--- src/rtl/power_toggle_monitor.sv ---
// -----------------------------------------------------------------------------
// power_toggle_monitor
//
// Purpose:
//    Switching-activity monitor for the single output bit of a combinational
//    power sub-circuit. Over a window of WINDOW valid samples it counts probe
//    transitions and samples-at-one (signal probability). The result is then
//    handed to the collection logic through a valid/ready handshake.
//
// Parameters:
//    WINDOW : valid samples per measurement window (2 .. 2^CNT_W-1)
//    CNT_W  : width of every result counter
//
// Optional feature (macro ACT_INPUT_TOGGLE_EN):
//    Adds in_vec[3:0] (sub-circuit primary inputs, sampled with sample_valid)
//    and res_in_toggles, which accumulates popcount(in_vec ^ prev_vec) in RUN.
//
// Ports:
//    clk            in   rising-edge clock
//    rst_n          in   synchronous active-low reset
//    start          in   arms a window (honoured only in IDLE)
//    clr            in   synchronous abort back to IDLE, discards counts
//    sample_valid   in   probe (and in_vec) valid this cycle
//    probe          in   sub-circuit output sample
//    busy           out  high while arming or running a window
//    res_valid      out  result available
//    res_ready      in   consumer accepts result
//    res_toggles    out  probe transitions in window
//    res_ones       out  samples with probe = 1
//    res_ovf        out  some counter saturated during the window
//    in_vec         in   (optional) sub-circuit primary inputs
//    res_in_toggles out  (optional) input bit transitions in window
// -----------------------------------------------------------------------------
module power_toggle_monitor #(
   parameter int WINDOW = 256,
   parameter int CNT_W  = 16
) (
   input  logic             clk,
   input  logic             rst_n,
   input  logic             start,
   input  logic             clr,
   input  logic             sample_valid,
   input  logic             probe,
`ifdef ACT_INPUT_TOGGLE_EN
   input  logic [3:0]       in_vec,
   output logic [CNT_W-1:0] res_in_toggles,
`endif
   output logic             busy,
   output logic             res_valid,
   input  logic             res_ready,
   output logic [CNT_W-1:0] res_toggles,
   output logic [CNT_W-1:0] res_ones,
   output logic             res_ovf
);

   typedef enum logic [1:0] {
      ST_IDLE   = 2'd0,
      ST_ARM    = 2'd1,
      ST_RUN    = 2'd2,
      ST_REPORT = 2'd3
   } state_t;

   localparam logic [CNT_W-1:0] LP_WINDOW = CNT_W'(WINDOW);
   localparam logic [CNT_W-1:0] LP_MAX    = {CNT_W{1'b1}};

   // Saturating add: result clamps at all-ones.
   function automatic logic [CNT_W-1:0] sat_add(input logic [CNT_W-1:0] a,
                                                input logic [2:0]       inc);
      logic [CNT_W+2:0] sum;
      sum = {3'b000, a} + {{CNT_W{1'b0}}, inc};
      if (sum > {3'b000, LP_MAX}) begin
         sat_add = LP_MAX;
      end else begin
         sat_add = sum[CNT_W-1:0];
      end
   endfunction

   // True when the add would have exceeded the counter range.
   function automatic logic sat_ovf(input logic [CNT_W-1:0] a,
                                    input logic [2:0]       inc);
      logic [CNT_W+2:0] sum;
      sum = {3'b000, a} + {{CNT_W{1'b0}}, inc};
      sat_ovf = (sum > {3'b000, LP_MAX});
   endfunction

   // Number of set bits in a 4-bit vector.
   function automatic logic [2:0] popcnt4(input logic [3:0] v);
      popcnt4 = {2'b00, v[0]} + {2'b00, v[1]} + {2'b00, v[2]} + {2'b00, v[3]};
   endfunction

   state_t           r_state;
   state_t           w_state_nxt;
   logic             r_busy;
   logic             r_valid;
   logic [CNT_W-1:0] r_sample_cnt;
   logic             r_prev_probe;
   logic [CNT_W-1:0] r_toggles;
   logic [CNT_W-1:0] r_ones;
   logic             r_ovf;

   logic             w_take;
   logic             w_last;
   logic             w_clear;
   logic [2:0]       w_tog_inc;
   logic [2:0]       w_one_inc;
   logic             w_ovf_any;

`ifdef ACT_INPUT_TOGGLE_EN
   logic [3:0]       r_prev_vec;
   logic [CNT_W-1:0] r_in_toggles;
   logic [2:0]       w_in_inc;
`endif

   // Sample-path decode: which samples count and what each adds.
   always_comb begin
      w_take    = 1'b0;
      w_last    = 1'b0;
      w_clear   = 1'b0;
      w_tog_inc = 3'd0;
      w_one_inc = {2'b00, probe};
      w_take    = sample_valid && ((r_state == ST_ARM) || (r_state == ST_RUN));
      // sample_cnt never exceeds WINDOW-1 here, so the +1 cannot wrap.
      w_last    = sample_valid && (r_state == ST_RUN) &&
                  ((r_sample_cnt + {{(CNT_W-1){1'b0}}, 1'b1}) == LP_WINDOW);
      w_clear   = clr || ((r_state == ST_IDLE) && start);
      // The first (ARM) sample has no predecessor, so it never toggles.
      if (r_state == ST_RUN) begin
         w_tog_inc = {2'b00, probe ^ r_prev_probe};
      end else begin
         w_tog_inc = 3'd0;
      end
   end

`ifdef ACT_INPUT_TOGGLE_EN
   // Input-vector toggle increment, only counted once a predecessor exists.
   always_comb begin
      w_in_inc = 3'd0;
      if (r_state == ST_RUN) begin
         w_in_inc = popcnt4(in_vec ^ r_prev_vec);
      end else begin
         w_in_inc = 3'd0;
      end
   end
`endif

   // Overflow detect across every counter touched by this sample.
   always_comb begin
      w_ovf_any = 1'b0;
      w_ovf_any = sat_ovf(r_toggles, w_tog_inc) | sat_ovf(r_ones, w_one_inc);
`ifdef ACT_INPUT_TOGGLE_EN
      w_ovf_any = w_ovf_any | sat_ovf(r_in_toggles, w_in_inc);
`endif
   end

   // Next-state logic; clr overrides every transition.
   always_comb begin
      w_state_nxt = r_state;
      case (r_state)
         ST_IDLE: begin
            if (start) begin
               w_state_nxt = ST_ARM;
            end else begin
               w_state_nxt = ST_IDLE;
            end
         end
         ST_ARM: begin
            if (sample_valid) begin
               w_state_nxt = ST_RUN;
            end else begin
               w_state_nxt = ST_ARM;
            end
         end
         ST_RUN: begin
            if (w_last) begin
               w_state_nxt = ST_REPORT;
            end else begin
               w_state_nxt = ST_RUN;
            end
         end
         ST_REPORT: begin
            if (res_ready) begin
               w_state_nxt = ST_IDLE;
            end else begin
               w_state_nxt = ST_REPORT;
            end
         end
         default: begin
            w_state_nxt = ST_IDLE;
         end
      endcase
      if (clr) begin
         w_state_nxt = ST_IDLE;
      end else begin
         w_state_nxt = w_state_nxt;
      end
   end

   // State register plus registered busy/res_valid decoded from next state.
   always_ff @(posedge clk) begin
      if (!rst_n) begin
         r_state <= ST_IDLE;
         r_busy  <= 1'b0;
         r_valid <= 1'b0;
      end else begin
         r_state <= w_state_nxt;
         r_busy  <= (w_state_nxt == ST_ARM) || (w_state_nxt == ST_RUN);
         r_valid <= (w_state_nxt == ST_REPORT);
      end
   end

   // Window counters; results hold in IDLE until the next start clears them.
   always_ff @(posedge clk) begin
      if (!rst_n) begin
         r_sample_cnt <= {CNT_W{1'b0}};
         r_prev_probe <= 1'b0;
         r_toggles    <= {CNT_W{1'b0}};
         r_ones       <= {CNT_W{1'b0}};
         r_ovf        <= 1'b0;
      end else if (w_clear) begin
         r_sample_cnt <= {CNT_W{1'b0}};
         r_prev_probe <= 1'b0;
         r_toggles    <= {CNT_W{1'b0}};
         r_ones       <= {CNT_W{1'b0}};
         r_ovf        <= 1'b0;
      end else if (w_take) begin
         r_prev_probe <= probe;
         r_sample_cnt <= (r_state == ST_ARM) ? {{(CNT_W-1){1'b0}}, 1'b1}
                                             : r_sample_cnt + {{(CNT_W-1){1'b0}}, 1'b1};
         r_toggles    <= sat_add(r_toggles, w_tog_inc);
         r_ones       <= sat_add(r_ones, w_one_inc);
         r_ovf        <= r_ovf | w_ovf_any;
      end else begin
         r_sample_cnt <= r_sample_cnt;
         r_prev_probe <= r_prev_probe;
         r_toggles    <= r_toggles;
         r_ones       <= r_ones;
         r_ovf        <= r_ovf;
      end
   end

`ifdef ACT_INPUT_TOGGLE_EN
   // Input-vector toggle counter, same clear/saturation rules as the others.
   always_ff @(posedge clk) begin
      if (!rst_n) begin
         r_prev_vec   <= 4'd0;
         r_in_toggles <= {CNT_W{1'b0}};
      end else if (w_clear) begin
         r_prev_vec   <= 4'd0;
         r_in_toggles <= {CNT_W{1'b0}};
      end else if (w_take) begin
         r_prev_vec   <= in_vec;
         r_in_toggles <= sat_add(r_in_toggles, w_in_inc);
      end else begin
         r_prev_vec   <= r_prev_vec;
         r_in_toggles <= r_in_toggles;
      end
   end

   assign res_in_toggles = r_in_toggles;
`endif

   assign busy        = r_busy;
   assign res_valid   = r_valid;
   assign res_toggles = r_toggles;
   assign res_ones    = r_ones;
   assign res_ovf     = r_ovf;

endmodule

--- config.mk ---
export PLATFORM = sky130hd
export DESIGN_NAME = power_toggle_monitor
export DESIGN_NICKNAME = d
export VERILOG_FILES = /design/src/rtl/power_toggle_monitor.sv
export SDC_FILE = /design/constraint.sdc
export NUM_CORES = 1
export LEC_CHECK = 0
export BUFFER_PORTS_ARGS = -buffer_cell sky130_fd_sc_hd__clkbuf_2
export CAP_MARGIN = 10
export CORE_MARGIN = 3
export CORE_UTILIZATION = 57
export CTS_BUF_LIST = sky130_fd_sc_hd__clkbuf_16
export DETAILED_ROUTE_END_ITERATION = 6
export PLACE_DENSITY = 0.89
export SLEW_MARGIN = 15
export SYNTH_ARGS = -nofsm -noshare
export SYNTH_HDL_FRONTEND = slang
export SYNTH_SLANG_ARGS = --single-unit
export TNS_END_PERCENT = 20
--- constraint.sdc ---
create_clock -name clk -period 2.9 [get_ports clk]
set_clock_uncertainty 0.1 [all_clocks]
set_input_delay 0.58 -clock clk [delete_from_list [all_inputs] [get_ports clk]]
set_output_delay 0.58 -clock clk [all_outputs]
set_load 0.05 [all_outputs]
# After elaboration in Yosys (flattened, before gate mapping)
# Index checks and enable logic that the tools add are counted.
# totals
out_inout_bits,35
ff_bits,54
input_bits,7
elab_cells,43
# classes
bitwise_logic,4
n_eq_ne,7
n_mux,10
n_reduce_logical,9
add_sub_neg,3
n_lt_le_gt_ge,2
# op_table
op,n
16-bit two-way mux,3
"17-bit by 16-bit greater-than comparator with 1-bit output, second input constant",2
16-bit by 1-bit adder with 17-bit output,1
16-bit by 3-bit adder with 17-bit output,1
"16-bit by 1-bit adder with 16-bit output, second input constant",1
"16-bit by 9-bit equality test with 1-bit output, second input constant",1
"2-bit equality test, second input constant",4
2-bit case mux with 4 select lines,1
2-bit two-way mux,3
"2-bit by 1-bit equality test with 1-bit output, second input constant",2
1-bit logical AND,4
1-bit logical OR,3
1-bit two-way mux,3
2-bit zero test,1
1-bit bitwise OR,2
2-bit OR reduction,1
1-bit NOT,1
1-bit bitwise XOR,1

# Depth between registers and ports, before layout
# Gate-level depths: netlist of run 1.
# depth
ltp_word,8
ltp_mapped,10
ltp_nobuf,9

# Worst setup path after synthesis of run 1
# No wires, ideal clock.
# synth_timing
kind,register to register
startpoint,register r_sample_cnt[1]
endpoint,register r_busy (netlist: busy)
setup_slack_ns,0.451
path_stages_with_launch,11
required_ns,2.685
setup_time_ns,0.115
period_less_slack_ns,2.449
arrival_time_ns,2.234
n_path_buf,1
path_cell_list,dfxtp_1 ha_1 buf_2 nand3_1 xnor2_1 nand3_1 a2111oi_2 a31oi_1 nor3_1 ha_1 and2_1
# synth_between
elab_chain_cells,8
word_cells_on_any_way,9
classes_between,add/sub: 1; eq/ne: 3; mux: 3; reduce/logical: 2
# synth_rtl
element,line,text
start: declaration,95,logic [CNT_W-1:0] r_sample_cnt;
start signal: assignment,214,r_sample_cnt <= {CNT_W{1'b0}};
start signal: assignment,220,r_sample_cnt <= {CNT_W{1'b0}};
start signal: assignment,227,"r_sample_cnt <= (r_state == ST_ARM) ? {{(CNT_W-1){1'b0}}, 1'b1}"
16-bit by 1-bit adder with 16-bit output *,124,"((r_sample_cnt + {{(CNT_W-1){1'b0}}, 1'b1}) == LP_WINDOW);"
16-bit by 9-bit equality test with 1-bit output *,124,
1-bit logical AND *,123,w_last = sample_valid && (r_state == ST_RUN) &&
1-bit two-way mux *,174,if (w_last) begin
2-bit case mux with 4 select lines *,158,case (r_state)
2-bit two-way mux *,191,if (clr) begin
via w_state_nxt[0],92,state_t w_state_nxt;
2-bit by 1-bit equality test with 1-bit output or 2-bit equality test (tied branches),206,r_busy <= (w_state_nxt == ST_ARM) || (w_state_nxt == ST_RUN);
1-bit logical OR *,206,
end signal: assignment,206,
end: declaration,93,logic r_busy;
# Mark *: on every way through the listed nets, which the timed path passes. The rest lies on a longest branch.
# A chain may end at the register's enable or synchronous reset.

# Final worst setup path of run 1
# Same ends and word-level chain as after synthesis.

==> run summary, run 1 <==
Status: completed
Starting Density: 60.57%
Post-CTS sizing: 0
Largest net degree at the start of global routing: 44
Diodes inserted: 0
Max Root-Sink Buffers: 2
Buf+Inv Stages, Crit Path: 0
Tot GR Track Use: 21.98%
Pin slew with the least headroom to its limit: 480.0 ps
Final cycle utilization of the critical path: 90.41%
Area Growth Syn to Fin: 13.25%
First-pass GRT wire length: 10980 um
Num CTS Buffers: 5
Layout Nets: 403
Commonest non-fill, non-tap cell in the layout: dfxtp_1
Avg WL per Cell: 13.72 um
Tmin final: 2622 ps
CP required: 2990 ps
Syn. warnings: 0
FF+latch count, synth: 54
CTS Root Cell: clkbuf_16
Pwr Total: 1374 uW
FF/Latch Area: 1081 um2
# port buffers: 41
Met1 usage: 26.68%
Synth Area in Compound Gates: 16.49%
Setup TNS: 0 ps
Mapped Avg Cell Area: 8.438 um2
Via count: 2657
Chip Width: 77.78 um
FILL cells: 405
Static leakage: 0.001247 uW
CP endpoint kind: register
Largest family of logic cells by synthesized area: simple AND/OR/NAND/NOR gates
Total gr overflow: 0
Sequential share of the synthesized area: 36.81%
CP max stage delay: 510 ps
Max-cap violations: 0
Crit Path Max Fanout: 9
Syn nets: 367
Fraction of registers with async set/reset: 0%
Final setup viols: 0
Post-synthesis adder-cell area fraction: 5.113%
Most frequent cells in the layout: dfxtp_1, clkbuf_2, nor2_1, a21oi_1, nand2_1
Ys flop type: dfxtp_1
Die Y: 77.78 um
Initial antenna violation count: 0
Routability Congestion: 0.8556
Routed Antenna Nets: 0
Clk slew on worst S/H paths: 70 ps
Final slew viol count: 0
Post-DR vias/cell: 5.878
Arrival @ worst endpoint: 2710 ps
Post-synth cell types: 48
Multi-input logic area: 1712 um2
Layout cells sized above 1: 20.00%
Met3 Track Usage GR: 4.408%
RSZ-0062 raised after global routing: no
Fin cells: 452
Pwr Density: 413.3 nW/um2
CP startpoint kind: register
Slew HR: 68.00%
Placed Cells: 444
Dpl ws: 358.6 ps
Sink Count: 54
Post-route DRC: 0
Core ar.: 4848 um2
Crit-path leading delay family: simple AND/OR/NAND/NOR gates
Synth Area in XOR/XNOR: 7.755%
Total setup buffers inserted after CTS: 0
Met2 usage: 37.67%
Syn Std Cell Area: 2937 um2
Slowest cell on crit path: dfxtp_1
GRT busiest layer: met2
CTS Hold Bufs: 0
Final hold viol count: 0
Worst hold slack: 378.5 ps
WL final: 6203 um
Peak VDD IR: 0.2888 mV
Detailed Place HPWL: 4348 um
CTS tree: yes
Syn Inst Count: 348
Mux contribution to synthesized area: 1.363%
PnR worst setup slack: 278.1 ps
Worst Setup Path Type: reg -> reg
Hold Crit Class: reg -> reg
H-tree Lvls: 2
I/O Pins: 42
Post-synth EDFFs: 0
Initial DRC count: 139
Die area: 6049 um2
Row Count: 25
Ordered cell list for the critical path: ha_1, nand3_1, xnor2_1, nand3_1, a2111oi_2, a31oi_1, nor3_1, ha_1, and2_1
Simple logic cell fraction of the synthesized area: 27.57%
DRT Pass-1 Iters: 4
Max Clock Freq: 0.3814 GHz
Later-pin clock latency in the skew report: 290 ps
Vias in the first global route: 2419
## layer usage
| layer | share of wire [%] | up-vias |
|---|---|---|
| met5 | 0 | - |
| li1 | - | 1311 |
| met1 | 42 | 1241 |
| met4 | 2.5 | 0 |
| met3 | 5.9 | 14 |
| met2 | 50 | 91 |
## synth_stat cells, types with 5 or more instances
cell	number	area, um2
a211oi_1	6	45.04
xor2_1	15	131.4
and3_1	5	31.28
xnor2_1	11	96.34
nor3_1	10	50.05
nor2_1	34	127.6
or3_1	5	31.28
nand4_1	9	56.30
a21oi_2	5	43.79
inv_1	9	33.78
dfxtp_1	54	1081
ha_1	12	150.1
clkbuf_1	13	48.80
nand3_1	21	105.1
a31oi_1	10	62.56
a21oi_1	31	155.2
and2_1	6	37.54
nand2_1	27	101.4
o21ai_0	14	70.07
## report_power, final
group,leakage [uW],internal [uW],switching [uW]
clock,0.0000750,317,261
sequential,0.000435,743,1.24
combinational,0.000737,15.6,36.3
## metrics by stage
| stage | instance area [um2] | utilization, % |
|---|---|---|
| after floorplan | 2937 | - |
| after global placement | 3183 | 65.65 |
| after detailed placement | 3183 | 65.65 |
| after CTS | 3326 | 68.59 |
| after global routing | 3326 | 68.59 |
| final | 3326 | 68.59 |
## area by class of cell
type / instances / share of cell area [%]
Timing Repair Buffer: 50 / 8.202
Inverter: 9 / 1.016
Clock buffer: 5 / 3.762
Sequential cell: 54 / 32.51
Tap cell: 67 / 2.521
Multi-Input combinational cell: 264 / 51.47
Clock inverter: 3 / 0.5267
## worst paths after layout
check / start / end / slack, ps / cells past startpoint
worst min register to register: res_ovf / res_ovf / 380 / 2
worst max-delay path: r_sample_cnt[1] / busy / 280 / 9
worst min-delay path: res_ovf / res_ovf / 380 / 2
worst max register to register: r_sample_cnt[1] / busy / 280 / 9
## logic make-up (layout without fill, tap and decap cells)
logic type,Yosys count,count (layout)
muxes,4,4
and+or+nand+nor,144,144
adders and majority gates,12,12
xor gates and xnor gates,26,26
AOI/OAI and AO/OA,78,78
DFF,54,54
buffers and inverters,30,67
## state kept, by name (all words and copies together), names as in the netlist
| name | flops |
|---|---|
| r_prev_probe | 1 |
| r_sample_cnt | 16 |
| res_ovf | 1 |
| r_state | 2 |
| res_valid | 1 |
| res_ones | 16 |
| busy | 1 |
| res_toggles | 16 |
## worst reg2reg max path, stage by stage, from the launching register on
cell,delay (ps)
dfxtp_1,510
ha_1,230
nand3_1,220
xnor2_1,260
nand3_1,110
a2111oi_2,340
a31oi_1,170
nor3_1,170
ha_1,250
and2_1,150
(Power assumes the default switching activity.)
==> inputs of run 2 (changes only) <==
Settings changed: REMOVE_ABC_BUFFERS set to 1.
==> run 2 against run 1 <==
Effect of this change: register-to-register slack got worse by 90 ps; sequential power about the same; maximum frequency decreased by 3.5%; first-iteration DRC count increased by 50%; worst setup slack got worse by 95 ps; cell area increased by 0.90%; non-clock buffer count unchanged; clock-buffer cell count unchanged; flip-flop and latch count unchanged; power increased by 9.4%; routed wire length increased by 7.0%.
==> run summary, run 2 (synthesized netlist as in run 1, its figures left out) <==
Final slew viol count: 0
Pwr Density: 448.1 nW/um2
Core ar.: 4848 um2
DRT Pass-1 Iters: 4
Most frequent cells in the layout: dfxtp_1, clkbuf_2, nor2_1, a21oi_1, nand2_1
Hold_sp: r_prev_probe
Static leakage: 0.001255 uW
I/O Pins: 42
Crit Path Max Fanout: 9
Layout cells sized above 1: 20.26%
Layout Nets: 403
Routability Congestion: 0.8352
CTS tree: yes
Max-cap violations: 0
Clk slew on worst S/H paths: 70 ps
Dpl ws: 241.0 ps
Hold Crit Class: reg -> reg
Initial DRC count: 208
Worst Setup Path Type: reg -> reg
R2R Path End: busy
Buf+Inv Stages, Crit Path: 0
Final setup viols: 0
PnR worst setup slack: 183.4 ps
Post-route DRC: 0
Area Growth Syn to Fin: 14.27%
Row Count: 25
CP endpoint kind: register
CTS Hold Bufs: 0
Peak VDD IR: 0.2377 mV
Reg2Reg Launch Point: r_sample_cnt[1]
Detailed Place HPWL: 4437 um
Final cycle utilization of the critical path: 93.68%
Worst r2r path cells: 9
Max Root-Sink Buffers: 2
Setup TNS: 0 ps
First-pass GRT wire length: 11390 um
Total setup buffers inserted after CTS: 0
FF-to-FF setup slack: 180 ps
Tot GR Track Use: 22.84%
FILL cells: 366
Max Clock Freq: 0.3681 GHz
RSZ-0062 raised after global routing: no
Total gr overflow: 0
Die Y: 77.78 um
Tmin final: 2717 ps
Num CTS Buffers: 5
Post-CTS sizing: 0
Initial antenna violation count: 0
WHS Endpoint: r_prev_probe
Avg WL per Cell: 14.69 um
# port buffers: 41
Finished Core Util: 69.21%
Chip Width: 77.78 um
Crit-path leading delay family: simple AND/OR/NAND/NOR gates
Via count: 2642
Sink Count: 54
CTS Root Cell: clkbuf_16
Post-DR vias/cell: 5.845
Slowest cell on crit path: dfxtp_1
H-tree Lvls: 2
Pwr Total: 1504 uW
Largest net degree at the start of global routing: 51
Worst Hold Depth: 2
Status: completed
Slew HR: 62.65%
Arrival @ worst endpoint: 2810 ps
Ordered cell list for the critical path: ha_1, nand3_1, nor4_4, nand3_1, a211oi_1, a31oi_1, nor3_1, ha_1, and2_1
CP startpoint kind: register
CP max stage delay: 510 ps
Later-pin clock latency in the skew report: 300 ps
Pin slew with the least headroom to its limit: 560.3 ps
Diodes inserted: 0
Starting Density: 60.57%
CP required: 2990 ps
Vias in the first global route: 2545
Routed Antenna Nets: 0
WL final: 6638 um
Die area: 6049 um2
Commonest non-fill, non-tap cell in the layout: dfxtp_1
Final hold viol count: 0
## run 2: layout make-up
| class | instances | area (um2) | share of cell area (%) |
|---|---|---|---|
| Tap cell | 67 | 83.83 | 2.498 |
| Timing Repair Buffer | 50 | 272.8 | 8.128 |
| Clock buffer | 5 | 125.1 | 3.729 |
| Inverter | 9 | 33.78 | 1.007 |
| Sequential cell | 54 | 1081 | 32.21 |
| Clock inverter | 3 | 47.55 | 1.417 |
| Multi-Input combinational cell | 264 | 1712 | 51.01 |
## run 2: stage by stage
stage          instances  cell area, um2  hold WS [ps]
6_report             452            3356         396.3
3_5_place_dp         444            3183         370.1
4_1_cts              452            3356         394.4
5_1_grt              452            3356         425.1
2_1_floorplan        327            2826         348.1
3_3_place_gp         444            3183         354.4
## run 2: how the worst max path moves through the flow
stage | start | to | cells after the start
floorplan | r_sample_cnt[0] | busy | 9
global route | r_sample_cnt[1] | busy | 9
finish | r_sample_cnt[1] | busy | 9
CTS | r_sample_cnt[1] | busy | 9
detailed placement | r_sample_cnt[1] | busy | 9
global placement | r_sample_cnt[1] | busy | 9
## run 2: worst register-to-register path: cells and delay by family, from the launching register on
kind            cells  cell delay [ps]
compound gates      2              470
fa+ha+maj           2              480
flops               1              510
simple gates        5             1050
## run 2: power by group
group          switching (uW)  internal, uW
Sequential              0.974           742
Combinational            36.9          15.6
Clock                     294           414
Total                     331          1170
## run 2: routing by layer
layer	vias up	global-route usage (%)	wire (um)
met2	78	38.61	3301
met4	0	9.075	142
li1	1305	-	-
met5	-	0	0
met3	19	5.568	363
met1	1240	27.67	2831
